`config.mk`:
```
export PLATFORM = sky130hd
export DESIGN_NAME = sha512core_output_collector
export DESIGN_NICKNAME = d
export VERILOG_FILES = /design/src/rtl/sha512core_output_collector.sv
export SDC_FILE = /design/constraint.sdc
export NUM_CORES = 1
export LEC_CHECK = 0
export CAP_MARGIN = 10
export CORE_ASPECT_RATIO = 1.1
export CORE_MARGIN = 2
export CORE_UTILIZATION = 50
export DETAILED_ROUTE_END_ITERATION = 10
export PLACE_DENSITY_LB_ADDON = 0.25
export SLEW_MARGIN = 20
export SYNTH_ARGS = -nofsm -noshare
export SYNTH_HDL_FRONTEND = slang
export SYNTH_SLANG_ARGS = --single-unit
```
`constraint.sdc`:
```
create_clock -name CLK -period 4.54 [get_ports CLK]
set_input_delay 0.681 -clock CLK [delete_from_list [all_inputs] [get_ports CLK]]
set_output_delay 0.681 -clock CLK [all_outputs]
set_load 0.05 [all_outputs]
```
`src/rtl/sha512core_output_collector.sv`:
```
// sha512core_output_collector: pulls one 16x32-bit digest from the core output buffer
// and re-emits it as a 33-halfword packet (header + 32 data halfwords) over valid/ready.
`default_nettype none

module sha512core_output_collector #(
  parameter logic [3:0] CORE_ID       = 4'd0,
  parameter int         START_TIMEOUT = 15
) (
  input  logic        CLK,
  input  logic        rst_n,
  input  logic        core_out_ready,
  input  logic        core_out_start,
  input  logic        core_out_ctx_num,
  input  logic        core_out_seq_num,
  input  logic [31:0] core_dout,
  output logic        rd_en,
  output logic [15:0] out_data,
  output logic        out_valid,
  output logic        out_last,
  input  logic        out_ready,
  output logic        err_timeout
);

  localparam int CNT_W = (START_TIMEOUT < 2) ? 1 : $clog2(START_TIMEOUT + 1);
  localparam logic [CNT_W-1:0] CNT_LIMIT = CNT_W'(START_TIMEOUT - 1);

  typedef enum logic [2:0] {
    IDLE       = 3'd0,
    WAIT_START = 3'd1,
    CAPTURE    = 3'd2,
    SEND_HDR   = 3'd3,
    SEND_DATA  = 3'd4
  } state_t;

  state_t           state_q, state_d;
  logic [CNT_W-1:0] cnt_q, cnt_d;
  logic [3:0]       idx_q, idx_d;
  logic [4:0]       h_q, h_d;
  logic             rd_en_q, rd_en_d;
  logic             valid_q, valid_d;
  logic             last_q, last_d;
  logic [15:0]      data_q, data_d;
  logic             err_q, err_d;
  logic             ctx_q, ctx_d;
  logic             seq_q, seq_d;

  logic [31:0] mem [16];
  logic [4:0]  hsel;
  logic [31:0] hword;
  logic [15:0] half;
  logic [15:0] header;

  // The stream cannot be stalled, so every CAPTURE cycle writes unconditionally.
  always_ff @(posedge CLK) begin
    if (state_q == CAPTURE) begin
      mem[idx_q] <= core_dout;
    end
  end

  // Halfword to load into the output register on the next transfer.
  always_comb begin
    hsel  = (state_q == SEND_HDR) ? 5'd0 : (h_q + 5'd1);
    hword = mem[hsel[4:1]];
    half  = hsel[0] ? hword[31:16] : hword[15:0];
  end

  assign header = {8'hC5, CORE_ID, 2'b00, ctx_q, seq_q};

  always_comb begin
    state_d = state_q;
    cnt_d   = cnt_q;
    idx_d   = idx_q;
    h_d     = h_q;
    rd_en_d = 1'b0;
    valid_d = valid_q;
    last_d  = last_q;
    data_d  = data_q;
    err_d   = err_q;
    ctx_d   = ctx_q;
    seq_d   = seq_q;

    case (state_q)
      IDLE: begin
        if (core_out_ready) begin
          ctx_d   = core_out_ctx_num;
          seq_d   = core_out_seq_num;
          rd_en_d = 1'b1;
          cnt_d   = '0;
          state_d = WAIT_START;
        end
      end

      WAIT_START: begin
        if (core_out_start) begin
          idx_d   = 4'd0;
          state_d = CAPTURE;
        end else if (cnt_q == CNT_LIMIT) begin
          err_d   = 1'b1;
          state_d = IDLE;
        end else begin
          cnt_d = cnt_q + 1'b1;
        end
      end

      CAPTURE: begin
        idx_d = idx_q + 4'd1;
        if (idx_q == 4'd15) begin
          valid_d = 1'b1;
          last_d  = 1'b0;
          data_d  = header;
          state_d = SEND_HDR;
        end
      end

      SEND_HDR: begin
        if (out_ready) begin
          h_d     = 5'd0;
          data_d  = half;
          last_d  = 1'b0;
          state_d = SEND_DATA;
        end
      end

      SEND_DATA: begin
        if (out_ready) begin
          if (h_q == 5'd31) begin
            valid_d = 1'b0;
            last_d  = 1'b0;
            data_d  = 16'h0000;
            state_d = IDLE;
          end else begin
            h_d    = h_q + 5'd1;
            data_d = half;
            last_d = (h_q == 5'd30);
          end
        end
      end

      default: begin
        state_d = IDLE;
      end
    endcase
  end

  always_ff @(posedge CLK) begin
    if (!rst_n) begin
      state_q <= IDLE;
      cnt_q   <= '0;
      idx_q   <= 4'd0;
      h_q     <= 5'd0;
      rd_en_q <= 1'b0;
      valid_q <= 1'b0;
      last_q  <= 1'b0;
      data_q  <= 16'h0000;
      err_q   <= 1'b0;
      ctx_q   <= 1'b0;
      seq_q   <= 1'b0;
    end else begin
      state_q <= state_d;
      cnt_q   <= cnt_d;
      idx_q   <= idx_d;
      h_q     <= h_d;
      rd_en_q <= rd_en_d;
      valid_q <= valid_d;
      last_q  <= last_d;
      data_q  <= data_d;
      err_q   <= err_d;
      ctx_q   <= ctx_d;
      seq_q   <= seq_d;
    end
  end

  assign rd_en       = rd_en_q;
  assign out_valid   = valid_q;
  assign out_last    = last_q;
  assign out_data    = data_q;
  assign err_timeout = err_q;

endmodule

`default_nettype wire

```
# Word level (Yosys, flattened, before mapping)
# Memory sizes are Yosys's and may differ from the RTL's.
# Cells that the tools add are included.
# word_totals
register_bits	38
ram_bits	512
out_inout_bits	20
wordCells	86
mem_count	1
# memory_table
name	words	word_bits	read_ports	rd_ports_with_merged_regs	write_ports	line_no	source
mem	16	32	1	0	1	47	logic [31:0] mem [16];
# classes
add_sub_neg	3
eq_ne	18
mux	37
bitwise	1
n_reduce_logical	15
# op_table
op	count
2-to-1 mux 16 bit	5
case mux 16 bit (3 select lines)	1
2-to-1 mux 3 bit	7
2-to-1 mux 5 bit	4
2-to-1 mux 4 bit	4
!= test 2 bit, second input constant	8
case mux 4 bit (2 select lines)	2
AND reduction 4 bit	4
case mux 3 bit (5 select lines)	1
equality test 5 bit, second input constant	2
2-to-1 mux 1 bit	10
case mux 5 bit (2 select lines)	1
adder 4 x 1 -> 4 bit, second input constant	2
equality test 4 bit, second input constant	2
nonzero test 2 bit	4
equality test 3 x 2 -> 1 bit, second input constant	2
AND reduction 2 bit	3
AND reduction 6 bit	1
adder 5 x 1 -> 5 bit, second input constant	1
equality test 3 x 1 -> 1 bit, second input constant	1
equality test 3 bit, second input constant	1
logical NOT 3 bit	1
!= test 3 bit, second input constant	1
case mux 1 bit (3 select lines)	1
5 further kinds	5

# Depth between registers and ports, before layout
# Gate-level depths: netlist of run 1.
# An unclocked memory read counts as a cell.
# logic_depth
depth_word	7
ltp_mapped	13

# Least setup slack after synthesis of run 1
# Ideal clock, no wire load.
# synth_path
path_type	flip-flop to flip-flop
startpoint	reg state_q[0]
endpoint	mem mem[0][0] (enable)
arrival_time_ns	3.303
required_ns	4.079
setup_slack_ns	0.776
stages_incl_launch_ff	7
period_less_slack_ns	3.764
cell_sequence	dfxtp_1 -> buf_2 -> nor2_1 -> and2_1 -> clkbuf_1 -> nand2_1 -> nor3_1
# synth_between
elab_chain_cells	3
# synth_rtl
element	line_no	source
start: declaration	35	state_t state_q, state_d;
start signal: assignment	159	state_q <= state_d;
equality test 3 x 2 -> 1 bit	55	if (state_q == CAPTURE) begin
2-to-1 mux 1 bit	55	
2-to-1 mux 1 bit (not written as such)	56	mem[idx_q] <= core_dout;
end: declaration	47	
# No other way between the ends.

# Worst setup path in the final report of run 1
# layout_path
startpoint	reg state_q[2]
endpoint	reg data_q[1], in the netlist out_data[1]
# layout_between
elab_chain_cells	7
elab_cells_between_ends	15
cone_classes	6 x eq/ne; 6 x mux; 2 x reduce/logical; 1 x memory
# layout_rtl
element	line_no	source
equality test 3 x 2 -> 1 bit	62, 82	
2-to-1 mux 5 bit	62	hsel = (state_q == SEND_HDR) ? 5'd0 : (h_q + 5'd1);
memory read (16 x 32 bit)	-	
2-to-1 mux 16 bit	64	half = hsel[0] ? hword[31:16] : hword[15:0];
2-to-1 mux 16 bit	126	if (h_q == 5'd31) begin
2-to-1 mux 16 bit	125	if (out_ready) begin
case mux 16 bit (3 select lines)	82	case (state_q)
end signal: assignment	166	data_q <= data_d;
end: declaration	42	logic [15:0] data_q, data_d;
# Parallel ways exist; a longest one is shown, timed or not. The select of a mux whose other input is x is not followed.
# A chain may end at the register's enable or synchronous reset.

==> metrics.yaml, run 1 <==
routed_wl_um: 57250
synth-seq-cells: 550
yosysTopAreaCell: "edfxtp_1"
clk-insertion-delay-late_ns: 0.61
ctsHoldBuffers: 0
die_h_um: 224.9
area_growth_pct: 13.91
fin_skew_ns: 0.01775
slew_headroom: 0.2524
synthXorXnorAreaFrac: 0.004399
synth_cells: 1559
rows: 80
cts_made_buffers: 54
synth_fa_ha_area_frac: 0.005076
cts_resized: 0
start_util: 0.5095
clk_pin_slew_ns: 0.06
rsz0062_at_grt: "false"
drt_iter0_drc: 1364
drive_above_1_share: 0.1171
use_met2: 0.4004
synthArstFlopShare: 0
dpl_cell_area_sq_mm: 0.02351
synth.most_common_cell: "edfxtp_1"
yosysSeqAreaShare: 0.7273
netlist.area_leader.share: 0.6930
grt.met3_usage: 0.03759
boundaryPins: 59
final_hold_viol_count: 0
path_cells: "and3b_1 -> nor2_4 -> buf_4 -> mux2i_1 -> a221oi_1 -> o311a_1 -> a31oi_1"
gr-total-overflow: 0
max_cap_viol_count: 0
fp.dieW_um: 204.8
via_count: 13760
hp-class: "register to register"
required_ns: 5.00
syn-cell-area_sq_mm: 0.02219
antenna_found_initial: 1
p_per_area_mw_per_mm2: 410.8
dpl.hpwl_um: 34010
finalMaxSlewViolations: 0
postSynthAreaPerCell_sq_um: 14.23
status: "finished clean"
grt_pass1_wl_um: 85660
ys_types: 71
die-area_sq_mm: 0.04608
use_met1: 0.3468
gp_congestion: 0.9173
synth_nets: 1607
max_freq_mhz: 287.2
clockBufferDepth: 3
yosysWarningCount: 0
cp-end-kind: "register"
core_sq_mm: 0.04354
slowest_stage: "nor2_4"
grt_pass1_vias: 13370
fin_nets: 1659
crit_path_max_incr_delay_ns: 0.80
fin_crit_sh: 0.7671
ys.flop_type: "edfxtp_1"
setup-tns-final_ns: 0
post_drt_wl_per_cell_um: 25.66
drc: 0
setup_viol: 0
antenna_left: 0
arrival_ns: 3.94
synth_top_family_by_area: "compound AO/OA/AOI/OAI gates"
cp-start-kind: "register"
post_cts_buffers: 0
synth_area_leaders: "edfxtp_1 (69%), nand2_1 (4.1%), dfxtp_1 (3.4%)"
grtUsageTotal: 0.2516
cp_max_fo: 27
synthMuxAreaShare: 0.03406
port-buffer-count: 58
worstMarginPinSlew_ns: 1.115
synth-compound-area-share: 0.1052
crit_type: "register to register"
cts_tree: "built"
fillCellCount: 3340
busiest_layer: "met2"
grt_max_degree: 89
firstDrtPassIters: 5
fin_area_sq_mm: 0.02527
ir_drop_mv: 0.3143
synth-simple-area-share: 0.09903
p_leak_nw: 8.406
synth-edff-count: 512
cts.sinks: 550
finalCriticalPeriod_ns: 3.482
via_per_inst: 6.167
synth_common_cells: "edfxtp_1 (512), nand2_1 (244), nand3_1 (62), a31oi_1 (57)"
cts_htree_levels: 2
clockRootBuffer: "clkbuf_16"
cells by family after synthesis:
group	after synthesis
flip-flops	550
AND/OR/NAND/NOR	471
AO/OA/AOI/OAI	337
buffers and inverters	114
multiplexers	72
adder cells (fa/ha/maj)	9
XOR/XNOR	6
cell usage in the layout, fill, tap and decap left out, types with 18 or more instances in the layout:
cell,count
a211oi_1,53
a21oi_1,52
a221oi_1,28
a31oi_1,57
and3_1,32
buf_4,39
clkbuf_16,55
clkdlybuf4s50_1,58
dfxtp_1,38
edfxtp_1,512
mux2_2,18
mux2i_1,53
nand2_1,242
nand3_1,62
nor2_1,39
o21ai_0,47
flip-flops by register name, indices dropped and copies added, names as in the netlist:
signal       flops
seq_q            1
out_data        16
idx_q            4
mem            512
ctx_q            1
cnt_q            4
h_q              5
out_valid        1
rd_en            1
err_timeout      1
state_q          3
out_last         1
final cells by class:
class                           instances  area [sq um]  area share
Antenna cell                            1         2.502  0.00009901
Sequential cell                       550         16140      0.6384
Clock inverter                         39         359.1     0.01421
Tap cell                              574         718.2     0.02842
Inverter                                7         26.28    0.001040
Timing Repair Buffer                  103         993.5     0.03931
Clock buffer                           62          1403     0.05550
Multi-Input combinational cell        895          5635      0.2230
power breakdown:
part	leakage (nW)	internal [mW]	switching, mW
Clock	0.854	2.56	1.92
Combinational	2.64	0.0927	0.211
Sequential	4.91	5.57	0.0261
metal layers:
layer | wire length, um | part of all wire | vias to the layer above
met5 | 0 | 0 | -
met3 | 4045 | 0.071 | 124
li1 | - | - | 6141
met1 | 23910 | 0.42 | 6889
met4 | 2242 | 0.039 | 0
met2 | 27050 | 0.47 | 605
worst max-delay path: cells and delay by family, from the launching register on:
kind | cells | cell delay (ns)
AOI/OAI and AO/OA | 3 | 0.85
buffers and inverters | 1 | 0.43
DFF | 1 | 0.55
muxes | 1 | 0.19
and+or+nand+nor | 2 | 1.30
final timing paths:
path | from | to | slack, ns | cells past startpoint
max reg2reg | state_q[2] | out_data[1] | 1.06 | 7
max | state_q[2] | out_data[1] | 1.06 | 7
min | err_timeout | err_timeout | 0.51 | 2
min reg2reg | err_timeout | err_timeout | 0.51 | 2
per-stage QoR:
stage | util | setup slack, ns | hold WS, ns | instances | power, mW
4_1_cts | 0.5804 | 1.055 | 0.5099 | 2230 | 10.43
2_1_floorplan | - | 0.7760 | 0.4604 | 1559 | 5.844
5_1_grt | 0.5804 | 0.9280 | 0.5390 | 2230 | 10.65
3_3_place_gp | 0.5399 | 1.205 | 0.4573 | 2129 | 6.001
6_report | 0.5804 | 1.058 | 0.5069 | 2231 | 10.38
3_5_place_dp | 0.5399 | 1.099 | 0.4705 | 2129 | 6.010
(Power assumes the default switching activity.)
==> inputs of run 2 (changes only) <==
==> constraint.sdc (replaced) <==
create_clock -name CLK -period 3.3 [get_ports CLK]
set_input_delay 0.495 -clock CLK [delete_from_list [all_inputs] [get_ports CLK]]
set_output_delay 0.495 -clock CLK [all_outputs]
set_load 0.05 [all_outputs]
==> metrics.yaml, run 2 (synthesis results as in run 1) <==
fp.dieW_um: 204.8  # unchanged
worst_slack_ns: 0.1311  # was 1.058 ns
largest_register: "mem"  # unchanged
fin_skew_ns: 0.01978  # was 0.01775 ns
port-buffer-count: 58  # unchanged
grt_pass1_wl_um: 88360  # was 85660 um
cp_top_family: "simple AND/OR/NAND/NOR gates"  # unchanged
gp_congestion: 0.9006  # was 0.9173
cts.sinks: 550  # unchanged
post_drt_wl_per_cell_um: 26.45  # was 25.66 um
rows: 80  # unchanged
antenna_left: 0  # unchanged
dpl_cell_area_sq_mm: 0.02388  # was 0.02351 sq mm
setup-tns-final_ns: 0  # unchanged
drive_above_1_share: 0.1308  # was 0.1171
cts_tree: "built"  # unchanged
crit_type: "register to register"  # unchanged
grtUsageTotal: 0.2645  # was 0.2516
p_total_mw: 14.38  # was 10.38 mW
arrival_ns: 3.68  # was 3.94 ns
hp-class: "register to register"  # unchanged
status: "finished clean"  # unchanged
clockRootBuffer: "clkbuf_16"  # unchanged
swShare: 0.2013  # was 0.2076
die-area_sq_mm: 0.04608  # unchanged
slowest_stage: "or4b_1"  # was nor2_4
ir_drop_mv: 0.3921  # was 0.3143 mV
finalCriticalPeriod_ns: 3.169  # was 3.482 ns
crit_cells: 8  # was 7
cts_made_buffers: 54  # unchanged
final_hold_viol_count: 0  # unchanged
routed_wl_um: 59730  # was 57250 um
via_count: 14200  # was 13760
holdPathStages: 2  # unchanged
grt_max_degree: 74  # was 89
reg2reg_from: "h_q[0]"  # was state_q[2]
grt_pass1_vias: 13800  # was 13370
firstDrtPassIters: 5  # unchanged
slew_headroom: 0.4808  # was 0.2524
largest_reg_flops: 512  # unchanged
post_cts_buffers: 0  # unchanged
switching_power_mw: 2.896  # was 2.155 mW
required_ns: 3.81  # was 5.00 ns
dpl.hpwl_um: 34870  # was 34010 um
max_freq_mhz: 315.6  # was 287.2 MHz
core_sq_mm: 0.04354  # unchanged
worstMarginPinSlew_ns: 0.7780  # was 1.115 ns
cp_max_fo: 9  # was 27
critPathBufInv: 0  # was 1
p_clk_frac: 0.434  # was 0.431
antenna_found_initial: 2  # was 1
drc: 0  # unchanged
reg2reg_to: "out_data[9]"  # was out_data[1]
rsz0062_at_grt: "false"  # unchanged
rrSetupSlack_ns: 0.13  # was 1.06 ns
cp-end-kind: "register"  # unchanged
clk_pin_slew_ns: 0.06  # about the same
cp-endpoint: "out_data[9]"  # was out_data[1]
cp_common_cell: "ha_1"
clk-insertion-delay-late_ns: 0.61  # about the same
layout.cells.most_common: "edfxtp_1"  # unchanged
r2r_cells: 8  # was 7
max_cap_viol_count: 0  # unchanged
via_per_inst: 6.289  # was 6.167
path_cells: "ha_1 -> and3_1 -> ha_1 -> or4b_1 -> a21oi_1 -> nand2_1 -> a21o_1 -> o311ai_1"  # was and3b_1 -> nor2_4 -> buf_4 -> mux2i_1 -> a221oi_1 -> o311a_1 -> a31oi_1
place_ws_ns: 0.1517  # was 1.099 ns
fin_nets: 1685  # was 1659
crit_start: "h_q[0]"  # was state_q[2]
gr-total-overflow: 0  # unchanged
clockBufferDepth: 3  # unchanged
drt_iter0_drc: 1349  # was 1364
seqPwrFrac: 0.535  # was 0.540
p_per_area_mw_per_mm2: 559.7  # was 410.8 mW/mm^2
crit_path_max_incr_delay_ns: 0.62  # was 0.80 ns
setup_viol: 0  # unchanged
cts_htree_levels: 2  # unchanged
p_leak_nw: 8.587  # was 8.406 nW
share_comb_of_total_power: 0.031  # was 0.029
area_growth_pct: 15.83  # was 13.91%
fin_crit_sh: 0.9603  # was 0.7671
final_cell_mix: "edfxtp_1 (512), nand2_1 (242), nand3_1 (62), clkdlybuf4s50_1 (58), a31oi_1 (57)"  # unchanged
final_util: 0.5902  # was 0.5804
fin_area_sq_mm: 0.02570  # was 0.02527 sq mm
cp-start-kind: "register"  # unchanged
start_util: 0.5095  # unchanged
boundaryPins: 59  # unchanged
p_int_mw: 11.49  # was 8.226 mW
die_h_um: 224.9  # unchanged
finalMaxSlewViolations: 0  # unchanged
## run 2: changes by cell type in the layout (fill, tap and decap cells not counted), sizes merged
| cell | change |
|---|---|
| buf | +26 |
| clkbuf | +11 |
| clkinv | -6 |
| clkinvlp | -4 |
| diode | +1 |
| inv | -1 |
## run 2: power by group through the flow
stage	combinational [mW]	sequential, mW	clock, mW
after floorplan	0.190	7.85	0
after global placement	0.424	7.84	0
after detailed placement	0.433	7.84	0
after CTS	0.437	7.69	6.32
after global routing	0.476	7.70	6.59
final	0.440	7.70	6.25
## run 2: final cells by class
type | instances | area [sq um]
fill | 3285 | 17840
antenna | 2 | 5.005
timing repair buffer | 129 | 1339
clock buffer | 73 | 1514
tap | 574 | 718.2
multi-input combinational | 895 | 5663
clock inverter | 28 | 297.8
inverter | 7 | 26.28
sequential | 550 | 16140
## run 2: worst reg2reg max path, stage by stage (launching register included)
cell and delay (ns):
dfxtp_1 0.40, ha_1 0.31, and3_1 0.20, ha_1 0.22
or4b_1 0.62, a21oi_1 0.38, nand2_1 0.45, a21o_1 0.38
o311ai_1 0.11
## run 2: how the worst min path moves through the flow
stage	startpoint	to	slack (ns)
after floorplan	ctx_q	ctx_q	0.46
after global placement	err_timeout	err_timeout	0.46
after detailed placement	err_timeout	err_timeout	0.48
after CTS	err_timeout	err_timeout	0.49
after global routing	err_timeout	err_timeout	0.54
final	err_timeout	err_timeout	0.51
## run 2: metrics by stage
step,cells,hold slack (ns)
4_1_cts,2256,0.4947
2_1_floorplan,1559,0.4604
3_5_place_dp,2155,0.4810
6_report,2258,0.5098
3_3_place_gp,2155,0.4558
5_1_grt,2257,0.5433
## run 2: what timing repair did
item                       CTS  global route
hold endpoints to repair     0             0
hold buffers                 0             0
gates resized for setup      0             1
setup endpoints to repair    0             6
## run 2: per-layer routing
| layer | routed length (um) | vias to the layer above | share of wire | GRT usage |
|---|---|---|---|---|
| met4 | 2727 | 0 | 0.046 | 0.1295 |
| met5 | 0 | - | 0 | 0 |
| li1 | - | 6195 | - | - |
| met2 | 28280 | 719 | 0.47 | 0.4182 |
| met1 | 24080 | 7131 | 0.40 | 0.3605 |
| met3 | 4638 | 156 | 0.078 | 0.04034 |
==> inputs of run 3 (changes only) <==
--- a/config.mk
+++ b/config.mk
@@ -8,8 +8,9 @@
 export CAP_MARGIN = 10
 export CORE_ASPECT_RATIO = 1.1
 export CORE_MARGIN = 2
-export CORE_UTILIZATION = 50
+export CORE_UTILIZATION = 60
 export DETAILED_ROUTE_END_ITERATION = 10
+export MAX_ROUTING_LAYER = met4
 export PLACE_DENSITY_LB_ADDON = 0.25
 export SLEW_MARGIN = 20
 export SYNTH_ARGS = -nofsm -noshare
==> metrics.yaml, run 3 (synthesis results as in run 1) <==
status: "finished clean"  # unchanged
cp-start-kind: "register"  # unchanged
via_count: 14070  # was 14200
p_leak_nw: 8.393  # was 8.587 nW
clockBufferDepth: 3  # unchanged
clockRootBuffer: "clkbuf_16"  # unchanged
fin_area_sq_mm: 0.02523  # was 0.02570 sq mm
rows: 73  # was 80
routed_wl_um: 57410  # was 59730 um
antenna_cells: 0  # was 2
clk-insertion-delay-late_ns: 0.58  # was 0.61 ns
gp_congestion: 0.8728  # was 0.9006
cts_htree_levels: 2  # unchanged
core_sq_mm: 0.03626  # was 0.04354 sq mm
p_per_area_mw_per_mm2: 546.5  # was 559.7 mW/mm^2
final_hold_viol_count: 0  # unchanged
die-area_sq_mm: 0.03853  # was 0.04608 sq mm
hp-class: "register to register"  # unchanged
port-buffer-count: 58  # unchanged
cts.sinks: 550  # unchanged
arrival_ns: 3.51  # was 3.68 ns
setup-tns-final_ns: 0  # unchanged
drt_iter0_drc: 1607  # was 1349
slew_headroom: 0.3891  # was 0.4808
cts_tree: "built"  # unchanged
drive_above_1_share: 0.1148  # was 0.1308
boundaryPins: 59  # unchanged
final_cell_mix: "edfxtp_1 (512), nand2_1 (242), nand3_1 (62), clkdlybuf4s50_1 (58), a31oi_1 (57)"  # unchanged
grt_pass1_vias: 13830  # was 13800
largest_register: "mem"  # unchanged
cp_max_fo: 9  # unchanged
max_freq_mhz: 327.6  # was 315.6 MHz
grt_pass1_wl_um: 86140  # was 88360 um
grt_max_degree: 62  # was 74
cp-end-kind: "register"  # unchanged
grtUsageTotal: 0.3114  # was 0.2645
drc: 0  # unchanged
fin_skew_ns: 0.01996  # was 0.01978 ns
firstDrtPassIters: 5  # unchanged
die_h_um: 205.7  # was 224.9 um
clk_pin_slew_ns: 0.07  # was 0.06 ns
post_drt_wl_per_cell_um: 26.69  # was 26.45 um
crit_type: "register to register"  # unchanged
cts_made_buffers: 52  # was 54
finalCriticalPeriod_ns: 3.052  # was 3.169 ns
start_util: 0.6118  # was 0.5095
finalMaxSlewViolations: 0  # unchanged
largest_reg_flops: 512  # unchanged
setup_viol: 0  # unchanged
rsz0062_at_grt: "false"  # unchanged
antenna_left: 0  # unchanged
dpl.hpwl_um: 33410  # was 34870 um
fp.dieW_um: 187.3  # was 204.8 um
area_growth_pct: 13.72  # was 15.83%
layout.cells.most_common: "edfxtp_1"  # unchanged
ctsHoldBuffers: 0  # unchanged
antenna_found_initial: 0  # was 2
via_per_inst: 6.541  # was 6.289
place_inst: 2057  # was 2155
ir_drop_mv: 0.4625  # was 0.3921 mV
gr-total-overflow: 0  # unchanged
worstMarginPinSlew_ns: 0.9134  # was 0.7780 ns
dpl_cell_area_sq_mm: 0.02363  # was 0.02388 sq mm
required_ns: 3.76  # was 3.81 ns
post_cts_buffers: 0  # unchanged
cts_resized: 0  # unchanged
stdcell_count: 2151  # was 2258
fin_crit_sh: 0.9250  # was 0.9603
max_cap_viol_count: 0  # unchanged
fin_nets: 1672  # was 1685
## run 3: cell type report
class                      instances  area, sq um
tap                              487        609.3
sequential                       550        16140
inverter                           7        26.28
clock inverter                    19        155.1
timing repair buffer             118         1194
clock buffer                      75         1450
fill                            2400        11030
multi-input combinational        895         5660
## run 3: routing by layer
metal,routed length [um],GRT usage,vias up
met5,0,-,-
met4,2727,0.1548,0
met3,5012,0.04469,165
met2,28340,0.5054,818
met1,21340,0.3896,6938
li1,-,-,6148
## run 3: power by group
part	internal, mW	total (mW)	switching [mW]
Clock	3.20	5.65	2.45
Combinational	0.137	0.439	0.303
Sequential	7.67	7.70	0.0272
Total	11.0	13.8	2.78
## run 3: stage by stage
stage,power (mW),setup slack [ns],util,hold WS [ns]
global placement,8.263,0.3881,0.6515,0.4692
CTS,13.84,0.2845,0.6958,0.5017
detailed placement,8.279,0.3032,0.6515,0.4880
global route,14.12,0.08883,0.6958,0.5121
finish,13.79,0.2476,0.6958,0.4975
floorplan,8.039,0.3924,-,0.4604
## run 3: final timing paths
kind / start / endpoint / slack, ns / depth (start not counted)
worst max-delay path: h_q[0] / out_data[6] / 0.25 / 8
worst min-delay path: out_valid / out_valid / 0.50 / 2
worst max register to register: h_q[0] / out_data[6] / 0.25 / 8
worst min register to register: out_valid / out_valid / 0.50 / 2
## run 3: critical path: stages, from the launching register on
cell	delay, ns
dfxtp_1	0.42
ha_1	0.32
and3_1	0.21
ha_1	0.21
or4b_1	0.62
a21oi_1	0.29
nand2_1	0.39
a21o_1	0.36
o311ai_1	0.11
